### src/rtl/cpu_control.sv
// Instruction register plus Moore control FSM sequencing the datapath enables.
// Latency: outputs are registered; w drops the cycle after s is sampled in WAIT, 1-5 busy cycles per instruction.
// Backpressure: none; load and s are accepted only in WAIT (w=1) and ignored otherwise.
//
// Ports:
//   clk, reset        rising-edge clock, asynchronous active-high reset
//   in, load, s       instruction word, IR latch strobe, start strobe
//   w                 high while idle in WAIT
//   readnum/writenum  register-file addresses; write = register-file write enable
//   vsel              write-back source (00 = C, 10 = sximm8)
//   loada/loadb/loadc/loads, asel, bsel  datapath register enables and ALU operand selects
//   shift, ALUop      shifter / ALU controls decoded from IR
//   sximm8, sximm5    sign-extended immediates from IR
module cpu_control (
  input  logic        clk,
  input  logic        reset,
  input  logic [15:0] in,
  input  logic        load,
  input  logic        s,
  output logic        w,
  output logic [2:0]  readnum,
  output logic [2:0]  writenum,
  output logic        write,
  output logic [1:0]  vsel,
  output logic        loada,
  output logic        loadb,
  output logic        asel,
  output logic        bsel,
  output logic        loadc,
  output logic        loads,
  output logic [1:0]  shift,
  output logic [1:0]  ALUop,
  output logic [15:0] sximm8,
  output logic [15:0] sximm5
);

  typedef enum logic [2:0] {
    S_WAIT,
    S_DECODE,
    S_WRITE_IMM,
    S_GET_A,
    S_GET_B,
    S_EXEC,
    S_WRITE_REG
  } state_t;

  state_t      state;
  logic [15:0] ir;

  // Next-cycle values. Outputs are registered from the next state and next IR,
  // so each output register always equals the Moore decode of (state, ir).
  state_t      state_nxt;
  logic [15:0] ir_nxt;
  logic [2:0]  opcode;
  logic [1:0]  op;
  logic        is_mov_imm;
  logic        is_mov_reg;
  logic        is_alu;
  logic        is_cmp;

  logic        w_nxt;
  logic [2:0]  readnum_nxt;
  logic [2:0]  writenum_nxt;
  logic        write_nxt;
  logic [1:0]  vsel_nxt;
  logic        loada_nxt;
  logic        loadb_nxt;
  logic        asel_nxt;
  logic        loadc_nxt;
  logic        loads_nxt;
  logic [1:0]  shift_nxt;
  logic [1:0]  aluop_nxt;

  always_comb begin
    ir_nxt = (load && (state == S_WAIT)) ? in : ir;

    opcode     = ir_nxt[15:13];
    op         = ir_nxt[12:11];
    is_mov_imm = (opcode == 3'b110) && (op == 2'b10);
    is_mov_reg = (opcode == 3'b110) && (op == 2'b00);
    is_alu     = (opcode == 3'b101);
    is_cmp     = is_alu && (op == 2'b01);

    // IR only changes in WAIT, so decisions taken in later states see the
    // same instruction through ir_nxt as through ir.
    state_nxt = S_WAIT;
    case (state)
      S_WAIT:      state_nxt = s ? S_DECODE : S_WAIT;
      S_DECODE: begin
        if (is_mov_imm)      state_nxt = S_WRITE_IMM;
        else if (is_mov_reg) state_nxt = S_GET_B;
        else if (is_alu)     state_nxt = S_GET_A;
        else                 state_nxt = S_WAIT;
      end
      S_WRITE_IMM: state_nxt = S_WAIT;
      S_GET_A:     state_nxt = S_GET_B;
      S_GET_B:     state_nxt = S_EXEC;
      S_EXEC:      state_nxt = is_cmp ? S_WAIT : S_WRITE_REG;
      S_WRITE_REG: state_nxt = S_WAIT;
      default:     state_nxt = S_WAIT;
    endcase

    w_nxt        = 1'b0;
    readnum_nxt  = 3'd0;
    writenum_nxt = 3'd0;
    write_nxt    = 1'b0;
    vsel_nxt     = 2'b00;
    loada_nxt    = 1'b0;
    loadb_nxt    = 1'b0;
    asel_nxt     = 1'b0;
    loadc_nxt    = 1'b0;
    loads_nxt    = 1'b0;
    case (state_nxt)
      S_WAIT: w_nxt = 1'b1;
      S_WRITE_IMM: begin
        writenum_nxt = ir_nxt[10:8];
        vsel_nxt     = 2'b10;
        write_nxt    = 1'b1;
      end
      S_GET_A: begin
        readnum_nxt = ir_nxt[10:8];
        loada_nxt   = 1'b1;
      end
      S_GET_B: begin
        readnum_nxt = ir_nxt[2:0];
        loadb_nxt   = 1'b1;
      end
      S_EXEC: begin
        loadc_nxt = 1'b1;
        asel_nxt  = is_mov_reg;  // MOV reg passes B through as 0 + B
        loads_nxt = is_cmp;
      end
      S_WRITE_REG: begin
        writenum_nxt = ir_nxt[7:5];
        write_nxt    = 1'b1;
      end
      default: ;
    endcase

    // ALU/shifter controls depend on the instruction only, not on the state.
    shift_nxt = (is_alu || is_mov_reg) ? ir_nxt[4:3] : 2'b00;
    aluop_nxt = is_alu ? op : 2'b00;
  end

  always_ff @(posedge clk or posedge reset) begin
    if (reset) begin
      state    <= S_WAIT;
      ir       <= 16'd0;
      w        <= 1'b1;
      readnum  <= 3'd0;
      writenum <= 3'd0;
      write    <= 1'b0;
      vsel     <= 2'b00;
      loada    <= 1'b0;
      loadb    <= 1'b0;
      asel     <= 1'b0;
      loadc    <= 1'b0;
      loads    <= 1'b0;
      shift    <= 2'b00;
      ALUop    <= 2'b00;
    end else begin
      state    <= state_nxt;
      ir       <= ir_nxt;
      w        <= w_nxt;
      readnum  <= readnum_nxt;
      writenum <= writenum_nxt;
      write    <= write_nxt;
      vsel     <= vsel_nxt;
      loada    <= loada_nxt;
      loadb    <= loadb_nxt;
      asel     <= asel_nxt;
      loadc    <= loadc_nxt;
      loads    <= loads_nxt;
      shift    <= shift_nxt;
      ALUop    <= aluop_nxt;
    end
  end

  assign bsel   = 1'b0;
  assign sximm8 = {{8{ir[7]}}, ir[7:0]};
  assign sximm5 = {{11{ir[4]}}, ir[4:0]};

endmodule

### config.mk
export PLATFORM = sky130hd
export DESIGN_NAME = cpu_control
export DESIGN_NICKNAME = d
export VERILOG_FILES = /design/src/rtl/cpu_control.sv
export SDC_FILE = /design/constraint.sdc
export NUM_CORES = 1
export LEC_CHECK = 0
export CAP_MARGIN = 40
export CORE_MARGIN = 3
export CORE_UTILIZATION = 35
export CTS_CLUSTER_SIZE = 14
export DETAILED_ROUTE_END_ITERATION = 10
export PLACE_DENSITY = 0.63
export SETUP_SLACK_MARGIN = 0.5
export SLEW_MARGIN = 15
export SYNTH_ARGS = -nofsm -noshare
export SYNTH_HDL_FRONTEND = slang
export SYNTH_SLANG_ARGS = --single-unit
### constraint.sdc
create_clock -name clk -period 2.2 [get_ports clk]
set_clock_uncertainty 0.1 [all_clocks]
set_input_delay 0.55 -clock clk [delete_from_list [all_inputs] [get_ports clk]]
set_output_delay 0.55 -clock clk [all_outputs]
set_load 0.02 [all_outputs]
Word-level counts from Yosys, hierarchy flattened
Index checks and enable logic that the tools add are counted.
W data, S select, Z words.
{"block": "totals", "wordCells": 55, "in_bits": 20, "register_bits": 38, "out_inout_bits": 52}
{"block": "op_classes", "n_reduce_logical": 9, "mux": 19, "n_eq_ne": 13}
{"cell": "$eq A3 B3 Y1 const B", "count": 7}
{"cell": "$mux W16", "count": 1}
{"cell": "$pmux W3 S5", "count": 1}
{"cell": "$pmux W3 S2", "count": 2}
{"cell": "$eq A3 B2 Y1 const B", "count": 3}
{"cell": "$mux W3", "count": 3}
{"cell": "$mux W1", "count": 8}
{"cell": "$mux W2", "count": 4}
{"cell": "$logic_not A3 Y1", "count": 2}
{"cell": "$logic_and A1 B1 Y1", "count": 4}
{"cell": "$eq A3 B1 Y1 const B", "count": 1}
{"cell": "$eq A2 B1 Y1 const B", "count": 1}
{"cell": "$eq A2 B2 Y1 const B", "count": 1}
{"cell": "$logic_not A2 Y1", "count": 1}
{"cell": "$reduce_or A2 Y1", "count": 1}
{"cell": "$logic_or A1 B1 Y1", "count": 1}

Longest topological paths before layout
{"block": "logic_depth", "word_depth": 11, "ltp_mapped": 6, "mapped_depth_nobuf": 4}

Least setup slack after synthesis
OpenSTA, ideal clock, no wires.
{"block": "synth_timing", "path_type": "input -> register", "start": "input load", "end": "register w", "required_time_ns": 1.995, "setup_time_ns": 0.105, "t_arrival_ns": 1.534, "path_buffers": 0, "path_slack_ns": 0.461, "stages": 4, "cell_sequence": "nor4b_4 mux2_4 o2bb2ai_2 a2111oi_2"}
{"block": "synth_between", "elab_chain_cells": 9, "elab_cells_between_ends": 17, "cone_classes": "4 x eq/ne; 7 x mux; 6 x reduce/logical"}
{"item": "start: declaration", "line_no": "18", "source": "input logic load,"}
{"item": "$logic_and A1 B1 Y1 (*)", "line_no": "75", "source": "ir_nxt = (load && (state == S_WAIT)) ? in : ir;"}
{"item": "$mux W16 (*)", "line_no": "75"}
{"item": "$eq A3 B3 Y1 (tied with other cells)", "line_no": "81", "source": "is_alu = (opcode == 3'b101);"}
{"item": "$mux W2 or $logic_and A1 B1 Y1 (tied branches)", "line_no": "92, 80"}
{"item": "$mux W3", "line_no": "91", "source": "else if (is_mov_reg) state_nxt = S_GET_B;"}
{"item": "$mux W3", "line_no": "90", "source": "if (is_mov_imm) state_nxt = S_WRITE_IMM;"}
{"item": "$pmux W3 S5 (*)", "line_no": "87", "source": "case (state)"}
{"item": "net state_nxt[1]", "line_no": "52", "source": "state_t state_nxt;"}
{"item": "$logic_not A3 Y1 (*)", "line_no": "113", "source": "case (state_nxt)"}
{"item": "$mux W1 (*)", "line_no": "113"}
{"item": "net w_nxt", "line_no": "61", "source": "logic w_nxt;"}
{"item": "end signal: assignment", "line_no": "164", "source": "w <= w_nxt;"}
{"item": "end: declaration", "line_no": "20", "source": "output logic w,"}
Mark *: on every way through the listed nets, which the timed path passes. The rest lies on a longest branch.

Worst setup path in the final report
{"block": "layout_timing", "start": "register state[0]", "end": "register write"}
{"block": "layout_between", "elab_chain_cells": 11, "elab_cells_between_ends": 24, "cone_classes": "10 x eq/ne; 7 x mux; 7 x reduce/logical"}
{"item": "start: declaration", "line_no": "47", "source": "state_t state;"}
{"item": "start signal: assignment", "line_no": "162", "source": "state <= state_nxt;"}
{"item": "$logic_not A3 Y1", "line_no": "75, 87"}
{"item": "$logic_and A1 B1 Y1", "line_no": "75"}
{"item": "$mux W16", "line_no": "75"}
{"item": "$eq A3 B3 Y1 (tied with other cells)", "line_no": "81"}
{"item": "$mux W2 or $logic_and A1 B1 Y1 (tied branches)", "line_no": "92, 80"}
{"item": "$mux W3", "line_no": "91"}
{"item": "$mux W3", "line_no": "90"}
{"item": "$pmux W3 S5 (*)", "line_no": "87"}
{"item": "net state_nxt[1]", "line_no": "52"}
{"item": "$eq A3 B2 Y1 or $eq A3 B3 Y1 (tied branches)", "line_no": "113"}
{"item": "$reduce_or A2 Y1 (no line) (*)"}
{"item": "$mux W1 (*)", "line_no": "113"}
{"item": "net write_nxt", "line_no": "64", "source": "logic write_nxt;"}
{"item": "end signal: assignment", "line_no": "167", "source": "write <= write_nxt;"}
{"item": "end: declaration", "line_no": "23", "source": "output logic write,"}
Marks and branches as above.

==> metrics.md <==
| Metric | Value |
|---|---|
| Pwr per Cell Area | `1530 nW/um^2` |
| Cell taking the most area after synthesis | `dfrtp_1` |
| CP Class | `reg2reg` |
| # rows | `25` |
| Post-layout util | `0.542` |
| Avg WL per Cell | `14.5 um` |
| P_leak | `1.32 nW` |
| Fin cells | `282` |
| First-pass GRT wire length | `6410 um` |
| First-pass DRT Iterations | `4` |
| H-tree levels | `2` |
| Critical-path top delay cell | `dfrtp_2` |
| Core area | `4850 um^2` |
| Fin crit share | `0.787` |
| Detailed-route via count | `1278` |
| Cts hold-fix bufs | `0` |
| Arrival @ worst endpoint | `1.79 ns` |
| Max_cap viols | `0` |
| Placed Cells incl. Taps | `255` |
| Synth top area cells | `dfrtp_1 (50%), buf_4 (14%), mux2i_1 (5.6%), mux2_2 (4.4%), inv_1 (2.5%)` |
| Clock transition at the registers of the reported paths | `0.07 ns` |
| Peak supply drop | `822 uV` |
| Worst Hold Depth | `1` |
| Hold endpoint | `readnum[0]` |
| IO Port Bufs | `69` |
| # diodes | `0` |
| Clock Latency Late Sink | `0.28 ns` |
| Worst min-delay path class | `reg2reg` |
| Startpoint types | `flip-flop` |
| Share of layout cells above drive strength 1 | `0.405` |
| Top cells by count, synth | `dfrtp_1 (36), buf_4 (34), inv_1 (12), mux2i_1 (10), mux2_2 (7)` |
| Starting density of the core | `0.372` |
| Post-DP HPWL | `2680 um` |
| Die Ht | `77.8 um` |
| Psw | `1.68 mW` |
| Critical path, cell by cell | `nor4b_4 -> buf_6 -> mux2_4 -> o2bb2ai_4 -> a21boi_2` |
| Count leader, synth | `dfrtp_1` |
| Drt total wl | `4100 um` |
| DP Area | `2320 um^2` |
| CTS root buf | `clkbuf_8` |
| RR Endpoint | `write` |
| Initial antenna violation count | `0` |
| Total Nets Final | `234` |
| Clock Tree Buf Depth | `2` |
| Comb pwr share | `0.586` |
| Switching Share | `0.419` |
| # DRC | `0` |
| Count of mapped cells out of synthesis | `151` |
| Vias in the first global route | `1358` |
| Outcome | `complete, no violations` |
| GP Congestion | `0.744` |
| Yosys top cell area share | `0.500` |
| Reg2reg start | `state[0]` |
| Hold_ws | `0.426 ns` |
| CTS tree | `built` |
| Final Hold Fails | `0` |
| EDFF count, synth | `0` |
| P_int | `2.33 mW` |
| Die X | `77.8 um` |
| Critical Path RT | `2.26 ns` |
| Top_reg_cell synth | `dfrtp_1` |
| Largest net degree at the start of global routing | `38` |
| Vias per inst | `4.53` |
| FF+latch count, synth | `37` |
| Flop2flop setup slack | `0.47 ns` |
| TNS Setup | `0 ns` |
| Mapped Area | `1800 um^2` |
| Total GRT Usage | `0.133` |
| Unrepaired setup endpoints after global routing | `true` |
| Setup violators final | `0` |
| P&R area growth vs syn | `45.8%` |
| CP max FO | `5` |
| Async S/R FF share, synth | `1.00` |
| DIE AREA | `6050 um^2` |
| Synthesized area per cell | `11.9 um^2` |
| R2R depth | `5` |
| Clk network pwr share | `0.127` |
| CTS buffer count | `5` |
| # IOs | `72` |
| Initial drt markers | `39` |
| Slowest Stage Delay on Critical Path | `0.42 ns` |
| Minimum clock period | `1.73 ns` |
| Final Max Tran Viols | `0` |
| ANT nets after route | `0` |
| Layout fillers | `439` |
| Hold Startpoint | `ir[8]` |
| Reg power frac | `0.287` |
| Netlist cell types | `35` |
| Grt ovf | `0` |
| Post-synthesis sequential area ratio | `0.514` |
| Cell area after layout | `2630 um^2` |
| Ys Warns | `0` |
| # clock sinks | `37` |
| CP Capture Type | `flip-flop` |
| Fmax | `577 MHz` |
==> kinds of logic after synthesis <==
family / after synthesis / synth area share
buffers and inverters: 49 / 0.187
flip-flops: 37 / 0.514
AND/OR/NAND/NOR: 31 / 0.123
multiplexers: 18 / 0.108
AO/OA/AOI/OAI: 15 / 0.0666
other: 1 / 0.00208
==> how the worst max path moves through the flow <==
stage	from	to	slack [ns]	cells past startpoint
after floorplan	load	ir[0]	0.53	4
after global placement	load	ALUop[0]	0.002	6
after detailed placement	load	writenum[2]	-0.08	5
after CTS	ir[4]	sximm5[10]	0.39	2
after global routing	state[0]	write	0.42	5
final	state[0]	write	0.47	5
==> layer usage <==
metal | vias up | track usage | share of wire
met1 | 624 | 0.171 | 0.43
li1 | 599 | - | -
met5 | - | 0 | 0
met2 | 51 | 0.215 | 0.50
met3 | 4 | 0.0360 | 0.064
met4 | 0 | 0.0480 | 0.0088
==> cell usage in the layout, fill, tap and decap left out, drive strengths merged, types with 2 or more instances in the layout <==
cell type      count
a21oi              2
a22o               3
and2               3
buf               38
clkbuf            10
clkdlybuf4s15     11
clkdlybuf4s50     14
conb               2
dfrtp             36
dlygate4sd2       25
inv               12
mux2               8
mux2i             10
nand2              3
nand3b             2
nor2               6
nor2b              2
nor3               3
nor3b              4
nor4b              2
nor4bb             2
o21ai              2
o22ai              3
==> metrics by stage <==
stage / setup WS, ns / power (mW)
6_report: 0.468 / 4.01
5_1_grt: 0.423 / 4.24
4_1_cts: 0.390 / 3.81
3_5_place_dp: -0.0848 / 3.30
3_3_place_gp: 0.00247 / 3.26
2_1_floorplan: 0.529 / 2.77
==> cell type report <==
class	count	area, um^2	share of cell area
Sequential cell	37	932	0.355
Inverter	12	45.0	0.0171
Multi-Input combinational cell	66	661	0.251
Clock inverter	1	5.00	0.00190
Clock buffer	7	96.3	0.0366
Tap cell	67	83.8	0.0319
Timing Repair Buffer	92	806	0.307
==> registers in the layout, indices dropped and copies added (netlist names) <==
signal    count
writenum      3
loada         1
loadb         1
ALUop         2
vsel          1
loadc         1
shift         2
asel          1
w             1
write         1
state         3
ir           16
loads         1
readnum       3
==> power by group through the flow <==
stage               sequential [mW]  combinational, mW  clock (mW)
floorplan                      1.27               1.49           0
global placement               1.19               2.06           0
detailed placement             1.21               2.09           0
CTS                            1.16               2.12       0.525
global route                   1.18               2.51       0.553
finish                         1.15               2.35       0.511
==> critical path: cells and delay by family (launching register included) <==
kind / cells / cell delay (ns)
flip-flops: 1 / 0.42
AO/OA/AOI/OAI: 2 / 0.33
multiplexers: 1 / 0.32
AND/OR/NAND/NOR: 1 / 0.28
buffers and inverters: 1 / 0.16
==> repair_timing <==
action	CTS	global route
resized for setup	130	26
endpoints found under the setup margin	77	39
buffers inserted	9	7
gates cloned	2	1
pin swaps	0	3
hold endpoints to repair	0	0
(Power assumes the default switching activity.)
==> patch (same flow settings) <==
Add an input register stage for `in`, `load` and `s`; this delays them by one clock. Comments in the files are not updated.
--- a/src/rtl/cpu_control.sv
+++ b/src/rtl/cpu_control.sv
@@ -45,4 +45,14 @@
   } state_t;
 
+  logic [15:0] in_q;
+  logic load_q;
+  logic s_q;
+
+  always_ff @(posedge clk) begin
+    in_q   <= in;
+    load_q <= load;
+    s_q    <= s;
+  end
+
   state_t      state;
   logic [15:0] ir;
@@ -73,5 +83,5 @@
 
   always_comb begin
-    ir_nxt = (load && (state == S_WAIT)) ? in : ir;
+    ir_nxt = (load_q && (state == S_WAIT)) ? in_q : ir;
 
     opcode     = ir_nxt[15:13];
@@ -86,5 +96,5 @@
     state_nxt = S_WAIT;
     case (state)
-      S_WAIT:      state_nxt = s ? S_DECODE : S_WAIT;
+      S_WAIT:      state_nxt = s_q ? S_DECODE : S_WAIT;
       S_DECODE: begin
         if (is_mov_imm)      state_nxt = S_WRITE_IMM;
Function: changed (Yosys sat finds a counterexample within 4 cycles, from zero or initial values and one cycle with reset high).
==> patch against the unedited design <==
  * Final area rose by 15%
  * Utilization fell by 1.2 points
  * Hold slack got worse by 0.036 ns
  * Worst setup slack improved by 0.0034 ns
  * First-iteration DRC count fell by 26%
  * Clock power rose by 10%
  * Fmax rose by 0.20%
  * Wire length rose by 2.5%
  * Power rose by 11%
  * Sequential share of layout area rose by 7.5 points
  * Highest routed layer unchanged
  * Sequential cell count rose by 18
  * Synthesized area rose by 17%
==> patch: results (changes against the unedited design) <==
LEAKAGE=1.46 nW (+10%); IO Port Bufs=69 (unchanged); clock tree buffer depth=2 (unchanged); worst reg-to-reg path cell count=5 (unchanged); CP Class=reg -> reg; hpwl dp=2670 µm (-0.58%); share of cells above drive strength 1=0.443 (+0.0388); RR Endpoint=shift[1]$_DFF_PP0_; dpl ws=0.203 ns (+0.288 ns); slowest stage cell, crit path=dfrtp_1; outcome=complete, no violations; arrival time of the worst setup path=1.82 ns (+0.03 ns); ys async rst share=0.673 (-0.327); met3 track demand over resource=0.0336 (-0.00240); met2 Track Usage GR=0.187 (-0.0283); top flop regs=in_q: 16 flops, ir: 16 flops; synth top area cells=dfrtp_1 (43%), dfxtp_1 (17%), buf_4 (12%); Via-to-Cell Ratio=4.38 (-3.4%); critical path's largest stage delay=0.42 ns (about the same); met1 Use GR=0.146 (-0.0245); reg2reg start=state[0]$_DFF_PP0_; Worst-Skew Late Latency=0.31 ns (+0.03 ns); min-delay src=in_q[6]$_DFF_P_; Total Routing Usage GR=0.115 (-0.0185); initial antenna violation count=0 (unchanged); VDD IR max=0.730 mV (-11%); Hold Path Depth=2 (+1); Pre-Repair DR Iteration Count=4 (unchanged); Yosys warnings=0 (unchanged); WL final=4200 µm (+2.5%); busiest grt layer=met2; drt initial violations=29 (-26%); ant diodes=0 (unchanged); Int Power=0.00268 W (+15%); setup slack after layout=0.471 ns (+0.00339 ns); vias in the first global route=1,281 (-5.7%); flop-to-flop setup slack=0.47 ns; count of cell types in the netlist=33 (-5.7%); sequential area share after synthesis=0.612 (+0.0979); final net count=249 (+6.4%); RD Place Congestion=0.745 (about the same); H-tree lvl count=2 (unchanged); global-route wire length before repair=6400 µm (-0.22%); cts bufs inserted=5 (unchanged); Hold WC Path Type=reg -> reg; Synth top cells by count=dfrtp_1 (36), buf_4 (34), dfxtp_1 (18); critical path's top delay family=simple AND/OR/NAND/NOR gates; largest net degree at the start of global routing=38 (unchanged); worst-path maximum fanout=3 (-2); Clk Tree Root Cell=clkbuf_8; Reg clk slew, reported paths=0.10 ns (+0.03 ns)
==> patch: cell types whose count changed after synthesis, sizes merged, moves of 2 or more <==
cell	change
nand3	+4
nor3	-2
nor4bb	-2
nand4b	+2
mux2i	+3
dfxtp	+18
inv	+5
and2	-2
a22o	-3
o22ai	+3
nor2	-4
mux2	-3
==> patch: per-stage QoR <==
| step | std cells | instance area [µm²] |
|---|---|---|
| 2_1_floorplan | 166 | 2110 |
| 3_3_place_gp | 275 | 2640 |
| 3_5_place_dp | 275 | 2640 |
| 4_1_cts | 295 | 2730 |
| 5_1_grt | 302 | 3010 |
| 6_report | 302 | 3010 |
==> patch: area by class of cell <==
type                            instances  area (µm²)
Fill cell                             510        2670
Sequential cell                        55        1290
Timing Repair Buffer                   92         817
Multi-Input combinational cell         58         654
Tap cell                               72        90.1
Clock buffer                            5        68.8
Inverter                               17        63.8
Clock inverter                          3        23.8
==> patch: tightest hold or removal path, delay by kind of cell (launching register included) <==
| family | cells | cell delay, ns |
|---|---|---|
| DFF | 1 | 0.33 |
| buffers and inverters | 1 | 0.06 |
| muxes | 1 | 0.07 |
==> patch: worst min path at each step <==
stage	endpoint	slack, ns
final	ir[6]$_DFF_PP0_	0.39
after global routing	ir[6]$_DFF_PP0_	0.41
after CTS	ir[2]$_DFF_PP0_	0.39
after detailed placement	ir[6]$_DFF_PP0_	0.36
after global placement	ir[6]$_DFF_PP0_	0.36
after floorplan	ir[0]$_DFF_PP0_	0.33
==> patch: metal layers <==
metal / vias to the layer above / share of wire
li1: 633 / -
met1: 635 / 0.44
met2: 48 / 0.49
met3: 6 / 0.061
met4: 0 / 0.011
met5: - / 0
==> patch: repair_timing <==
item,4_1_cts,5_1_grt
gates resized for setup,117,92
setup endpoints to repair,79,54
pin swaps,5,8
setup buffers,12,6
cloned,0,1
==> patch: power by group through the flow <==
stage               Clock, W  Sequential (W)  Combinational [W]
floorplan                  0         0.00157            0.00141
global placement           0         0.00151            0.00194
detailed placement         0         0.00152            0.00196
CTS                 0.000586         0.00145            0.00189
global route        0.000630         0.00154            0.00252
finish              0.000562         0.00150            0.00238
==> patch: cell families after synthesis <==
kind of cell | share of synthesized area
DFF | 0.612
buffers and inverters | 0.167
and+or+nand+nor | 0.0964
muxes | 0.0886
AOI/OAI and AO/OA | 0.0345
other | 0.00178
